<file path="src/rtl/instr_sequencer.sv">
// Instruction fetch/issue sequencer: the producer side of the 4-bit opcode interface.
// It fetches a word from instruction memory at pc, latches it, and offers opcode and
// operand downstream over valid/ready. On acceptance it computes the next pc:
// jumps load the target, skips advance by 1 or 2, and a halt parks the sequencer.
//
// Ports:
//   clk, rst_n        clock (rising edge), asynchronous active-low reset
//   start             1-cycle pulse; runs from RESET_PC when idle or halted
//   imem_addr/rd_en   instruction memory address (= pc) and one-cycle read strobe
//   imem_rdata        read data, valid the cycle after imem_rd_en
//   issue_valid/ready issue handshake towards the control unit
//   opcode/operand    issued instruction fields
//   skip_cond         datapath condition, only looked at on a skip handshake
//   pc                address of the current/next instruction
//   halted            high while in the halted state
//   illegal           sticky illegal-opcode flag
//
// Build option: define SEQ_ILLEGAL_TRAP_EN to trap opcodes 7..15 (not issued, set
// illegal, halt at the offending pc). Without it those opcodes issue and act as NOP.
module instr_sequencer #(
   parameter int unsigned ADDR_W   = 8,
   parameter int unsigned INSTR_W  = 16,
   parameter int unsigned RESET_PC = 0
) (
   input  logic               clk,
   input  logic               rst_n,
   input  logic               start,
   output logic [ADDR_W-1:0]  imem_addr,
   output logic               imem_rd_en,
   input  logic [INSTR_W-1:0] imem_rdata,
   output logic               issue_valid,
   input  logic               issue_ready,
   output logic [3:0]         opcode,
   output logic [INSTR_W-5:0] operand,
   input  logic               skip_cond,
   output logic [ADDR_W-1:0]  pc,
   output logic               halted,
   output logic               illegal
);

   localparam int unsigned       OPC_W   = 4;
   localparam logic [ADDR_W-1:0] PC_RST  = ADDR_W'(RESET_PC);
   localparam logic [OPC_W-1:0]  OP_HALT = 4'd1;
   localparam logic [OPC_W-1:0]  OP_SKIP = 4'd5;
   localparam logic [OPC_W-1:0]  OP_JUMP = 4'd6;

   typedef enum logic [2:0] {
      S_IDLE,
      S_FETCH,
      S_WAIT,
      S_ISSUE,
      S_HALTED
   } state_e;

   state_e               state_q, state_d;
   logic [ADDR_W-1:0]    pc_q, pc_d;
   logic [INSTR_W-1:0]   ir_q, ir_d;
   logic                 rd_en_q, rd_en_d;
   logic                 valid_q, valid_d;
   logic                 halted_q, halted_d;
`ifdef SEQ_ILLEGAL_TRAP_EN
   logic                 illegal_q, illegal_d;
`endif

   // Next-state, next-pc and registered-output computation
   always_comb begin
      state_d = state_q;
      pc_d    = pc_q;
      ir_d    = ir_q;
`ifdef SEQ_ILLEGAL_TRAP_EN
      illegal_d = illegal_q;
`endif
      case (state_q)
         S_IDLE, S_HALTED: begin
            if (start) begin
               pc_d    = PC_RST;
               state_d = S_FETCH;
            end
         end
         S_FETCH: state_d = S_WAIT;
         S_WAIT: begin
            ir_d    = imem_rdata;
            state_d = S_ISSUE;
         end
         S_ISSUE: begin
`ifdef SEQ_ILLEGAL_TRAP_EN
            // An illegal word never raised valid; trap one cycle after arriving here
            if (!valid_q) begin
               illegal_d = 1'b1;
               state_d   = S_HALTED;
            end else
`endif
            if (valid_q && issue_ready) begin
               state_d = S_FETCH;
               case (ir_q[INSTR_W-1 -: OPC_W])
                  OP_HALT: state_d = S_HALTED;
                  OP_SKIP: pc_d = skip_cond ? pc_q + ADDR_W'(2) : pc_q + ADDR_W'(1);
                  OP_JUMP: pc_d = ADDR_W'(ir_q[INSTR_W-5:0]);
                  default: pc_d = pc_q + ADDR_W'(1);
               endcase
            end
         end
         default: state_d = S_IDLE;
      endcase

      // Outputs are registered, so they are derived from the state being entered
      rd_en_d  = (state_d == S_FETCH);
      halted_d = (state_d == S_HALTED);
`ifdef SEQ_ILLEGAL_TRAP_EN
      valid_d  = (state_d == S_ISSUE) && (ir_d[INSTR_W-1 -: OPC_W] <= OP_JUMP);
`else
      valid_d  = (state_d == S_ISSUE);
`endif
   end

   // State and output registers
   always_ff @(posedge clk or negedge rst_n) begin
      if (!rst_n) begin
         state_q  <= S_IDLE;
         pc_q     <= PC_RST;
         ir_q     <= '0;
         rd_en_q  <= 1'b0;
         valid_q  <= 1'b0;
         halted_q <= 1'b0;
`ifdef SEQ_ILLEGAL_TRAP_EN
         illegal_q <= 1'b0;
`endif
      end else begin
         state_q  <= state_d;
         pc_q     <= pc_d;
         ir_q     <= ir_d;
         rd_en_q  <= rd_en_d;
         valid_q  <= valid_d;
         halted_q <= halted_d;
`ifdef SEQ_ILLEGAL_TRAP_EN
         illegal_q <= illegal_d;
`endif
      end
   end

   assign imem_addr   = pc_q;
   assign pc          = pc_q;
   assign imem_rd_en  = rd_en_q;
   assign issue_valid = valid_q;
   assign halted      = halted_q;
   assign opcode      = ir_q[INSTR_W-1 -: OPC_W];
   assign operand     = ir_q[INSTR_W-5:0];
`ifdef SEQ_ILLEGAL_TRAP_EN
   assign illegal     = illegal_q;
`else
   assign illegal     = 1'b0;
`endif

endmodule

</file>
<file path="config.mk">
export PLATFORM = sky130hd
export DESIGN_NAME = instr_sequencer
export DESIGN_NICKNAME = d
export VERILOG_FILES = /design/src/rtl/instr_sequencer.sv
export SDC_FILE = /design/constraint.sdc
export NUM_CORES = 1
export LEC_CHECK = 0
export CAP_MARGIN = 20
export CORE_UTILIZATION = 38
export CTS_CLUSTER_DIAMETER = 120
export CTS_CLUSTER_SIZE = 30
export DETAILED_ROUTE_END_ITERATION = 10
export PLACE_DENSITY = 0.66
export SLEW_MARGIN = 20
export SYNTH_ARGS = -nofsm -noshare
export SYNTH_HDL_FRONTEND = slang
export SYNTH_SLANG_ARGS = --single-unit
</file>
<file path="constraint.sdc">
create_clock -name clk -period 2.52 [get_ports clk]
set_input_delay 0.504 -clock clk [delete_from_list [all_inputs] [get_ports clk]]
set_output_delay 0.504 -clock clk [all_outputs]
set_load 0.02 [all_outputs]
</file>
Yosys cells after proc, flatten, opt, wreduce, memory -nomap -nowiden
Index checks and enable logic that the tools add are counted.
Operators by class
  reduce and logical (&&, ||, !) cells: 5
  multiplexer cells: 9
  equal/unequal tests: 13
  $add $sub $neg: 2
Operators by type and width (number)
  two-way mux 8 bit: 3
  one-hot mux 8 bit (3 select lines): 1
  one-hot mux 8 bit (2 select lines): 1
  one-hot mux 3 bit (4 select lines): 1
  equality test 3 x 2 -> 1 bit (second input constant): 3
  two-way mux 3 bit: 3
  adder 8 x 1 -> 8 bit (second input constant): 1
  adder 8 x 2 -> 8 bit (second input constant): 1
  equality test 4 x 3 -> 1 bit (second input constant): 2
  equality test 3 x 1 -> 1 bit (second input constant): 2
  equality test 3 bit (second input constant): 2
  inequality test 2 bit (second input constant): 3
  equality test 4 x 1 -> 1 bit (second input constant): 1
  AND reduction 4 bit: 1
  logical NOT 3 bit: 1
  nonzero test 2 bit: 1
  OR reduction 2 bit: 1
  logical AND 1 bit: 1
Word-level totals
  input port bits: 21
  output and inout port bits: 36
  register bits after elaboration: 30
  word-level logic and storage cells: 35

Depth between registers and ports, before layout
Gate-level depths: netlist of run 1.
  depth in word-level cells: 5
  depth in mapped cells: 5
  depth with buffers taken out: 5

Worst setup path before layout of run 1
No wires, ideal clock.
  path type: reg2reg
  start: register pc_q[0] (netlist: imem_addr[0])
  end: register pc_q[6] (netlist: imem_addr[6])
  required time: 2453 ps
  path buffers: 0
  clock period less this slack: 1806 ps
  stages on the path, launching flop included: 6
  setup slack: 714 ps
  arrival: 1740 ps
  library setup time: 67 ps
  cells stage by stage: dfrtp_1 -> ha_1 -> mux2i_1 -> or4b_2 -> o211ai_1 -> a221o_1
Between the ends
  word-level cells in the longest chain between the ends: 5
  elaborated cells on any way between the ends: 6
  classes of those cells: 2 x add/sub; 4 x mux
RTL lines
  start: declaration: RTL line 56  | logic [ADDR_W-1:0] pc_q, pc_d;
  start signal: assignment: RTL line 130  | pc_q <= pc_d;
  adder 8 x 1 -> 8 bit or adder 8 x 2 -> 8 bit (tied branches): RTL line 97, 99
  two-way mux 8 bit: RTL line 97  | OP_SKIP: pc_d = skip_cond ? pc_q + ADDR_W'(2) : pc_q + ADDR_W'(1);
  one-hot mux 8 bit (3 select lines) *: RTL line 95  | case (ir_q[INSTR_W-1 -: OPC_W])
  two-way mux 8 bit *: RTL line 93  | if (valid_q && issue_ready) begin
  one-hot mux 8 bit (2 select lines) *: RTL line 73  | case (state_q)
Every way passes the cells marked *; elsewhere a longest branch is shown, timed or not. The select of a mux whose other input is x is not followed.
A chain may end at the register's enable or synchronous reset.

Final worst setup path of run 1
  start: register pc_q[3] (netlist: imem_addr[3])
  end: output port pc[3]
RTL lines
  end: declaration: RTL line 36  | output logic [ADDR_W-1:0] pc,
No word-level cell between the ends.

==> impl_metrics.env, run 1 <==
export IMPL_grt_pass1_wl_um=6450
export IMPL_maxClockFrequency_mhz=497
export IMPL_wl_met1_um=1640
export IMPL_path_buf_inv=1
export IMPL_antenna_found_initial=0
export IMPL_pre_cts_ws_ns=0.337
export IMPL_wl_met2_um=1940
export IMPL_cts_repair_resized=0
export IMPL_coreArea_um2=4140
export IMPL_cp_cell_sequence="clkdlybuf4s50_1"
export IMPL_crit_family="buffers and inverters"
export IMPL_clock_skew_ns=0.0108
export IMPL_yosys_warnings=0
export IMPL_cp_max_fo=11
export IMPL_place_hpwl_um=2960
export IMPL_fin_tns_setup_ns=0
export IMPL_final_max_slew_violation_count=0
export IMPL_yosys_area_top_type="dfrtp_1"
export IMPL_vias=1472
export IMPL_synth_area_leaders="dfrtp_1, mux2_2, buf_4"
export IMPL_drv_cap=0
export IMPL_numCtsBuffers=5
export IMPL_io_pins=57
export IMPL_dr_max_layer_used="met4"
export IMPL_areaGrowthSynthToFinish_pct=35.4
export IMPL_drtIter0Drc=92
export IMPL_die_w_um=68.9
export IMPL_synthCells=159
export IMPL_fin_ws_ns=0.509
export IMPL_synth_edf_count=0
export IMPL_cts_hold_buffers=0
export IMPL_die_h_um=68.9
export IMPL_grt_overflow_total=0
export IMPL_critPathRequiredTime_ns=2.02
export IMPL_drc=0
export IMPL_synth_seq_cells=30
export IMPL_clk_path_buf_depth=2
export IMPL_grt_max_degree=31
export IMPL_die_area_um2=4750
export IMPL_start_util_pct=41.0
export IMPL_final_hold_violation_count=0
export IMPL_dr_pass1_iters=5
export IMPL_wl_um=4000
export IMPL_cts_root_buffer="clkbuf_8"
export IMPL_ys_seq_area_share_pct=44.2
export IMPL_synth_top_area_share_pct=44.2
export IMPL_outcome="finished clean"
export IMPL_holdWs_ns=0.508
export IMPL_post_cts_setup_buffers=0
export IMPL_wl_per_cell_um=15.6
export IMPL_hold_class="reg2reg"
export IMPL_ir_drop_uv=595
export IMPL_start_kind="register"
export IMPL_crit_slowest_cell="clkdlybuf4s50_1"
export IMPL_cts_num_sinks=30
export IMPL_max_stage_delay_ns=0.68
export IMPL_io_buffers=55
export IMPL_cts_tree="yes"
export IMPL_rsz0062_at_grt="false"
export IMPL_syn_nets=182
export IMPL_fin_crit_sh_pct=79.8
export IMPL_synth_avg_cell_area_um2=10.7
export IMPL_rows=23
export IMPL_setup_viol=0
export IMPL_track_usage_pct=19.0
export IMPL_grt_pass1_vias=1410
export IMPL_critical_path_class="reg2out"
export IMPL_postPlaceCellArea_um2=2230
export IMPL_avgViaCountPerCell=5.73
export IMPL_antenna_left=0
export IMPL_synthDistinctLibCells=49
export IMPL_critPathArrivalTime_ns=1.51
export IMPL_gp_congestion=0.833
export IMPL_antenna_cells=0
export IMPL_async_flop_share_pct=100
export IMPL_synth_ff_type="dfrtp_1"
export IMPL_p_leak_uw=0.000911
export IMPL_synthesis_area_um2=1700
export IMPL_final_cell_area_um2=2300
export IMPL_critPathCaptureType="output port"
export IMPL_htreeDepth=2
export IMPL_clkTransAtPathRegs_ns=0.07
export IMPL_fillers=354
export IMPL_wl_met3_um=344
export IMPL_pwr_density_cell_nw_per_um2=1310
export IMPL_drive_gt1_share_pct=15.0
export IMPL_finalNetCount=230
export IMPL_period_needed_ns=2.01
export IMPL_clock_latency_ns=0.28
[flip-flops by register name, summed over array words and instances, names as in the netlist]
name         flops
issue_valid      1
state_q          3
imem_rd_en       1
halted           1
imem_addr        8
ir_q            16
[per-layer routing]
layer	track usage, %	vias to the layer above
met4	8.42	0
met2	30.2	83
met1	22.6	699
li1	-	679
met3	7.24	11
met5	0	-
[worst paths after layout]
kind,startpoint,cells after the start,end,slack [ns]
max reg2reg,ir_q[13],4,imem_addr[4],0.55
min reg2reg,ir_q[9],1,ir_q[9],0.51
min in group asynchronous,rst_n,2,imem_addr[1],0.61
max,imem_addr[3],1,pc[3],0.51
max in group asynchronous,rst_n,2,ir_q[13],1.62
min,ir_q[9],1,ir_q[9],0.51
[placed cells by master, fill, tap and decap left out, types with 2 or more instances in the layout]
cell and n:
clkbuf_8 5, o211ai_1 5, buf_4 3, o22ai_1 2, and4bb_2 2, nand4b_1 2, a211oi_1 2, nand4_1 3
and2_1 2, clkdlybuf4s50_1 55, nand2b_1 3, and3_1 2, inv_1 4, mux2i_1 3, o31ai_1 3, o31a_1 3
o21ai_0 5, dfrtp_1 30, ha_1 2, clkbuf_1 2, a21oi_1 4, or3_1 2, nand3_1 3, nor2_1 6
nand2_1 14, mux2_2 16, a32o_1 2
[power breakdown]
part	internal, uW	switching [uW]	total, uW
Clock	190	169	358
Sequential	702	262	964
Combinational	857	831	1690
Total	1750	1260	3010
[cell families (layout without fill, tap and decap cells)]
kind of cell,after synthesis,after routing,share of synthesized area [%]
and+or+nand+nor,47,47,16.2
buffers and inverters,22,70,7.58
xor gates and xnor gates,2,2,1.03
AOI/OAI and AO/OA,36,36,17.0
DFF,30,30,44.2
muxes,19,19,12.4
adders and majority gates,2,2,1.47
other,1,1,0.221
[cells in the mapped netlist, drive strengths merged (2+ instances only)]
master	number
a211oi	2
a21oi	4
a221o	2
a32o	2
and2	3
and3	3
and4bb	2
buf	14
clkbuf	3
dfrtp	30
ha	2
inv	5
mux2	16
mux2i	3
nand2	14
nand2b	3
nand3	3
nand4	3
nand4b	2
nor2	6
o211ai	5
o21ai	5
o22ai	2
o31a	3
o31ai	3
or3	2
or4b	2
[final cells by class]
| cell class | count | area [um2] | share of cell area [%] |
|---|---|---|---|
| clock buffer | 7 | 76.3 | 3.32 |
| inverter | 5 | 18.8 | 0.815 |
| multi-input combinational | 107 | 821 | 35.7 |
| sequential | 30 | 751 | 32.6 |
| tap | 50 | 62.6 | 2.72 |
| timing repair buffer | 58 | 573 | 24.9 |
[metrics by stage]
step	std cells	total power (uW)	util [%]
after global placement	250	2620	53.7
after floorplan	159	2010	-
after detailed placement	250	2650	53.7
after CTS	257	3020	55.6
after global routing	257	3210	55.6
final	257	3010	55.6
(Power assumes the default switching activity.)
==> run 2: changes to the inputs <==
==> constraint.sdc (replaced) <==
create_clock -name clk -period 2.1 [get_ports clk]
set_input_delay 0.42 -clock clk [delete_from_list [all_inputs] [get_ports clk]]
set_output_delay 0.42 -clock clk [all_outputs]
set_load 0.02 [all_outputs]
==> impl_metrics.env, run 2 (same netlist as run 1, synthesis figures left out) <==
export IMPL_cell_internal_pwr_uw=2230
export IMPL_fin_tns_setup_ns=0
export IMPL_reg2reg_slack_ns=0.13
export IMPL_r2r_end="imem_addr[1]"
export IMPL_place_hpwl_um=2980
export IMPL_cts_root_buffer="clkbuf_8"
export IMPL_die_w_um=68.9
export IMPL_p_comb_share_pct=55.0
export IMPL_critPathArrivalTime_ns=2.17
export IMPL_clock_latency_ns=0.29
export IMPL_crit_path_start="ir_q[13]"
export IMPL_critical_path_class="reg2reg"
export IMPL_clock_skew_ns=0.00661
export IMPL_endpoint="imem_addr[1]"
export IMPL_critPathRequiredTime_ns=2.30
export IMPL_die_area_um2=4750
export IMPL_cts_hold_buffers=0
export IMPL_io_pins=57
export IMPL_pwr_density_cell_nw_per_um2=1590
export IMPL_p_total_uw=3760
export IMPL_grt_pass1_wl_um=6740
export IMPL_ir_drop_uv=794
export IMPL_avgViaCountPerCell=5.56
export IMPL_drc=0
export IMPL_grt_overflow_total=0
export IMPL_fin_crit_sh_pct=93.7
export IMPL_grt_pass1_vias=1461
export IMPL_dr_pass1_iters=4
export IMPL_start_kind="register"
export IMPL_layout_commonest_cell="clkdlybuf4s50_1"
export IMPL_final_max_slew_violation_count=0
export IMPL_clkPwrFrac_pct=14.7
export IMPL_cts_repair_resized=0
export IMPL_start_util_pct=41.0
export IMPL_vias=1451
export IMPL_die_h_um=68.9
export IMPL_switchingPower_uw=1530
export IMPL_post_cts_setup_buffers=0
export IMPL_largest_register_ffs=16
export IMPL_clk_path_buf_depth=2
export IMPL_worst_r2r_cell_count=4
export IMPL_track_usage_pct=19.7
export IMPL_holdWs_ns=0.510
export IMPL_clkTransAtPathRegs_ns=0.06
export IMPL_mostFrequentLayoutCells="clkdlybuf4s50_1, dfrtp_1, mux2_2"
export IMPL_outcome="finished clean"
export IMPL_antenna_left=0
export IMPL_maxClockFrequency_mhz=508
export IMPL_drv_cap=0
export IMPL_r2r_start="ir_q[13]"
export IMPL_antenna_found_initial=0
export IMPL_cts_num_sinks=30
export IMPL_largest_register="ir_q"
export IMPL_cp_max_fo=8
export IMPL_drive_gt1_share_pct=17.5
export IMPL_rows=23
export IMPL_period_needed_ns=1.97
export IMPL_setup_viol=0
export IMPL_htreeDepth=2
export IMPL_p_leak_uw=0.000945
export IMPL_finalNetCount=233
export IMPL_io_buffers=55
export IMPL_hold_class="reg2reg"
export IMPL_wl_per_cell_um=15.7
export IMPL_wl_um=4110
export IMPL_critPathCaptureType="register"
export IMPL_gp_congestion=0.841
export IMPL_seqPwrFrac_pct=30.3
export IMPL_antenna_cells=0
export IMPL_drtIter0Drc=72
export IMPL_rsz0062_at_grt="false"
export IMPL_cts_tree="yes"
export IMPL_areaGrowthSynthToFinish_pct=38.7
export IMPL_coreArea_um2=4140
export IMPL_final_hold_violation_count=0
export IMPL_numCtsBuffers=5
export IMPL_grt_max_degree=31
export IMPL_switching_share_pct=40.7
run 2: final cells by class:
cell class | instances | area (um2)
Fill cell | 358 | 1790
Timing Repair Buffer | 61 | 596
Tap cell | 50 | 62.6
Multi-Input combinational cell | 107 | 821
Clock buffer | 8 | 110
Sequential cell | 30 | 751
Inverter | 5 | 18.8
run 2: stage by stage:
stage | cell area (um2) | util, % | std cells | worst slack [ns]
2_1_floorplan | 1700 | - | 159 | 0.294
3_3_place_gp | 2250 | 54.3 | 253 | 0.0994
3_5_place_dp | 2250 | 54.3 | 253 | 0.0714
4_1_cts | 2360 | 56.9 | 261 | 0.163
5_1_grt | 2360 | 56.9 | 261 | 0.0700
6_report | 2360 | 56.9 | 261 | 0.132
run 2: how the worst min path moves through the flow:
stage | startpoint | cells after the start | end | slack, ns
after floorplan | rst_n | 0 | halted | 0.12
after global placement | ir_q[8] | 1 | ir_q[8] | 0.49
after detailed placement | ir_q[9] | 1 | ir_q[9] | 0.50
after CTS | ir_q[9] | 1 | ir_q[9] | 0.52
after global routing | ir_q[9] | 1 | ir_q[9] | 0.53
final | ir_q[10] | 1 | ir_q[10] | 0.51
run 2: layer usage:
metal  vias to the layer above  share of wire, %  track usage, %
li1                        686                 -               -
met1                       692                43            24.1
met2                        61                48            31.1
met3                        12               6.9            6.25
met4                         0               2.6            9.44
met5                         -                 0               0
run 2: worst max-delay path, stage by stage, from the launching register on:
cell	delay, ns
dfrtp_1	0.46
or4b_1	0.74
a32oi_4	0.44
inv_2	0.07
o22ai_1	0.18
run 2: power by group through the flow:
stage	Combinational [uW]	Clock, uW	Sequential (uW)
after floorplan	1050	0	1370
after global placement	2040	0	1140
after detailed placement	2070	0	1150
after CTS	2080	559	1140
after global routing	2230	586	1190
final	2070	551	1140
==> run 3: changes to the inputs <==
--- a/config.mk
+++ b/config.mk
@@ -6,11 +6,11 @@
 export NUM_CORES = 1
 export LEC_CHECK = 0
 export CAP_MARGIN = 20
-export CORE_UTILIZATION = 38
+export CORE_UTILIZATION = 35
 export CTS_CLUSTER_DIAMETER = 120
 export CTS_CLUSTER_SIZE = 30
 export DETAILED_ROUTE_END_ITERATION = 10
-export PLACE_DENSITY = 0.66
+export PLACE_DENSITY = 0.61
 export SLEW_MARGIN = 20
 export SYNTH_ARGS = -nofsm -noshare
 export SYNTH_HDL_FRONTEND = slang
==> impl_metrics.env, run 3 (same netlist as run 1, synthesis figures left out) <==
export IMPL_outcome="finished clean"
export IMPL_start_kind="register"
export IMPL_drv_cap=0
export IMPL_coreArea_um2=4500
export IMPL_use_met1_pct=23.4
export IMPL_rows=24
export IMPL_period_needed_ns=1.93
export IMPL_wl_per_cell_um=15.5
export IMPL_vias=1461
export IMPL_layout_commonest_cell="clkdlybuf4s50_1"
export IMPL_fin_crit_sh_pct=91.8
export IMPL_clock_skew_ns=0.00403
export IMPL_grt_pass1_vias=1434
export IMPL_numCtsBuffers=5
export IMPL_clkTransAtPathRegs_ns=0.06
export IMPL_rsz0062_at_grt="false"
export IMPL_drive_gt1_share_pct=16.7
export IMPL_final_hold_violation_count=0
export IMPL_use_met3_pct=5.20
export IMPL_fin_tns_setup_ns=0
export IMPL_grt_overflow_total=0
export IMPL_antenna_cells=0
export IMPL_antenna_found_initial=0
export IMPL_track_usage_pct=17.7
export IMPL_cts_hold_buffers=0
export IMPL_cts_repair_resized=0
export IMPL_cts_root_buffer="clkbuf_8"
export IMPL_path_buf_inv=0
export IMPL_fillers=407
export IMPL_crit_family="simple AND/OR/NAND/NOR gates"
export IMPL_cp_max_fo=8
export IMPL_areaGrowthSynthToFinish_pct=37.3
export IMPL_maxClockFrequency_mhz=519
export IMPL_final_max_slew_violation_count=0
export IMPL_use_met2_pct=27.3
export IMPL_critPathArrivalTime_ns=2.14
export IMPL_cts_num_sinks=30
export IMPL_largest_register_ffs=16
export IMPL_antenna_left=0
export IMPL_finalNetCount=232
export IMPL_postPlaceCellArea_um2=2240
export IMPL_htreeDepth=2
export IMPL_final_cell_area_um2=2330
export IMPL_avgViaCountPerCell=5.58
export IMPL_wl_um=4060
export IMPL_dr_pass1_iters=4
export IMPL_start_util_pct=37.8
export IMPL_hold_class="reg2reg"
export IMPL_drtIter0Drc=118
export IMPL_reg2reg_slack_ns=0.17
export IMPL_ir_drop_uv=739
export IMPL_cp_cell_sequence="or4b_1 > a32oi_4 > a41o_1 > a22o_1"
export IMPL_grt_max_degree=31
export IMPL_die_area_um2=5140
export IMPL_die_w_um=71.7
export IMPL_clock_latency_ns=0.28
export IMPL_critical_path_class="reg2reg"
export IMPL_critPathRequiredTime_ns=2.32
export IMPL_p_leak_uw=0.000930
export IMPL_gp_congestion=0.789
export IMPL_grt_pass1_wl_um=7020
export IMPL_critPathCaptureType="register"
export IMPL_clk_path_buf_depth=2
export IMPL_cts_tree="yes"
export IMPL_place_hpwl_um=3030
export IMPL_post_cts_setup_buffers=0
export IMPL_drc=0
export IMPL_largest_register="ir_q"
export IMPL_setup_viol=0
export IMPL_mostFrequentLayoutCells="clkdlybuf4s50_1, dfrtp_1, mux2_2"
export IMPL_max_stage_delay_ns=0.73
export IMPL_grt_busiest_layer="met2"
export IMPL_crit_slowest_cell="or4b_1"
export IMPL_io_buffers=55
export IMPL_die_h_um=71.7
export IMPL_io_pins=57
export IMPL_pwr_density_cell_nw_per_um2=1570
## run 3: cell types whose count changed in the layout (fill, tap and decap cells not counted)
cell / previous run / this run
buf_4: 6 / 5
clkbuf_1: 0 / 1
clkbuf_8: 8 / 6
clkinv_2: 0 / 1
## run 3: report_power, final
group	switching (uW)	leakage [uW]	internal (uW)	total (uW)
Combinational	1010	0.000526	1050	2060
Sequential	297	0.000356	842	1140
Clock	207	0.0000482	264	471
Total	1520	0.000930	2160	3670
## run 3: area by class of cell
type                            count  area [um2]  area share, %
Sequential cell                    30         751           32.2
Multi-Input combinational cell    107         821           35.2
Tap cell                           52        65.1           2.79
Clock inverter                      1        5.00          0.214
Clock buffer                        7        86.3           3.70
Inverter                            5        18.8          0.804
Timing Repair Buffer               60         588           25.2
## run 3: worst paths after layout
check | start | to | cells after the start
setup reg to reg | ir_q[13] | imem_addr[5] | 4
hold / removal | ir_q[8] | ir_q[8] | 1
setup / recovery | ir_q[13] | imem_addr[5] | 4
max in group asynchronous | rst_n | state_q[0] | 2
hold reg to reg | ir_q[8] | ir_q[8] | 1
min in group asynchronous | rst_n | ir_q[3] | 2
## run 3: stage by stage
stage | power, uW | hold WS, ns | std cells | utilization, % | setup slack (ns)
2_1_floorplan | 2410 | 0.124 | 159 | - | 0.294
3_3_place_gp | 3190 | 0.495 | 254 | 49.8 | 0.0831
3_5_place_dp | 3220 | 0.496 | 254 | 49.8 | 0.0540
4_1_cts | 3710 | 0.510 | 262 | 51.8 | 0.176
5_1_grt | 3950 | 0.542 | 262 | 51.8 | 0.0592
6_report | 3670 | 0.506 | 262 | 51.8 | 0.172
## run 3: per-layer routing
metal,routed length [um],vias up
li1,-,682
met1,1880,715
met2,1880,54
met3,223,10
met4,72,0
met5,0,-
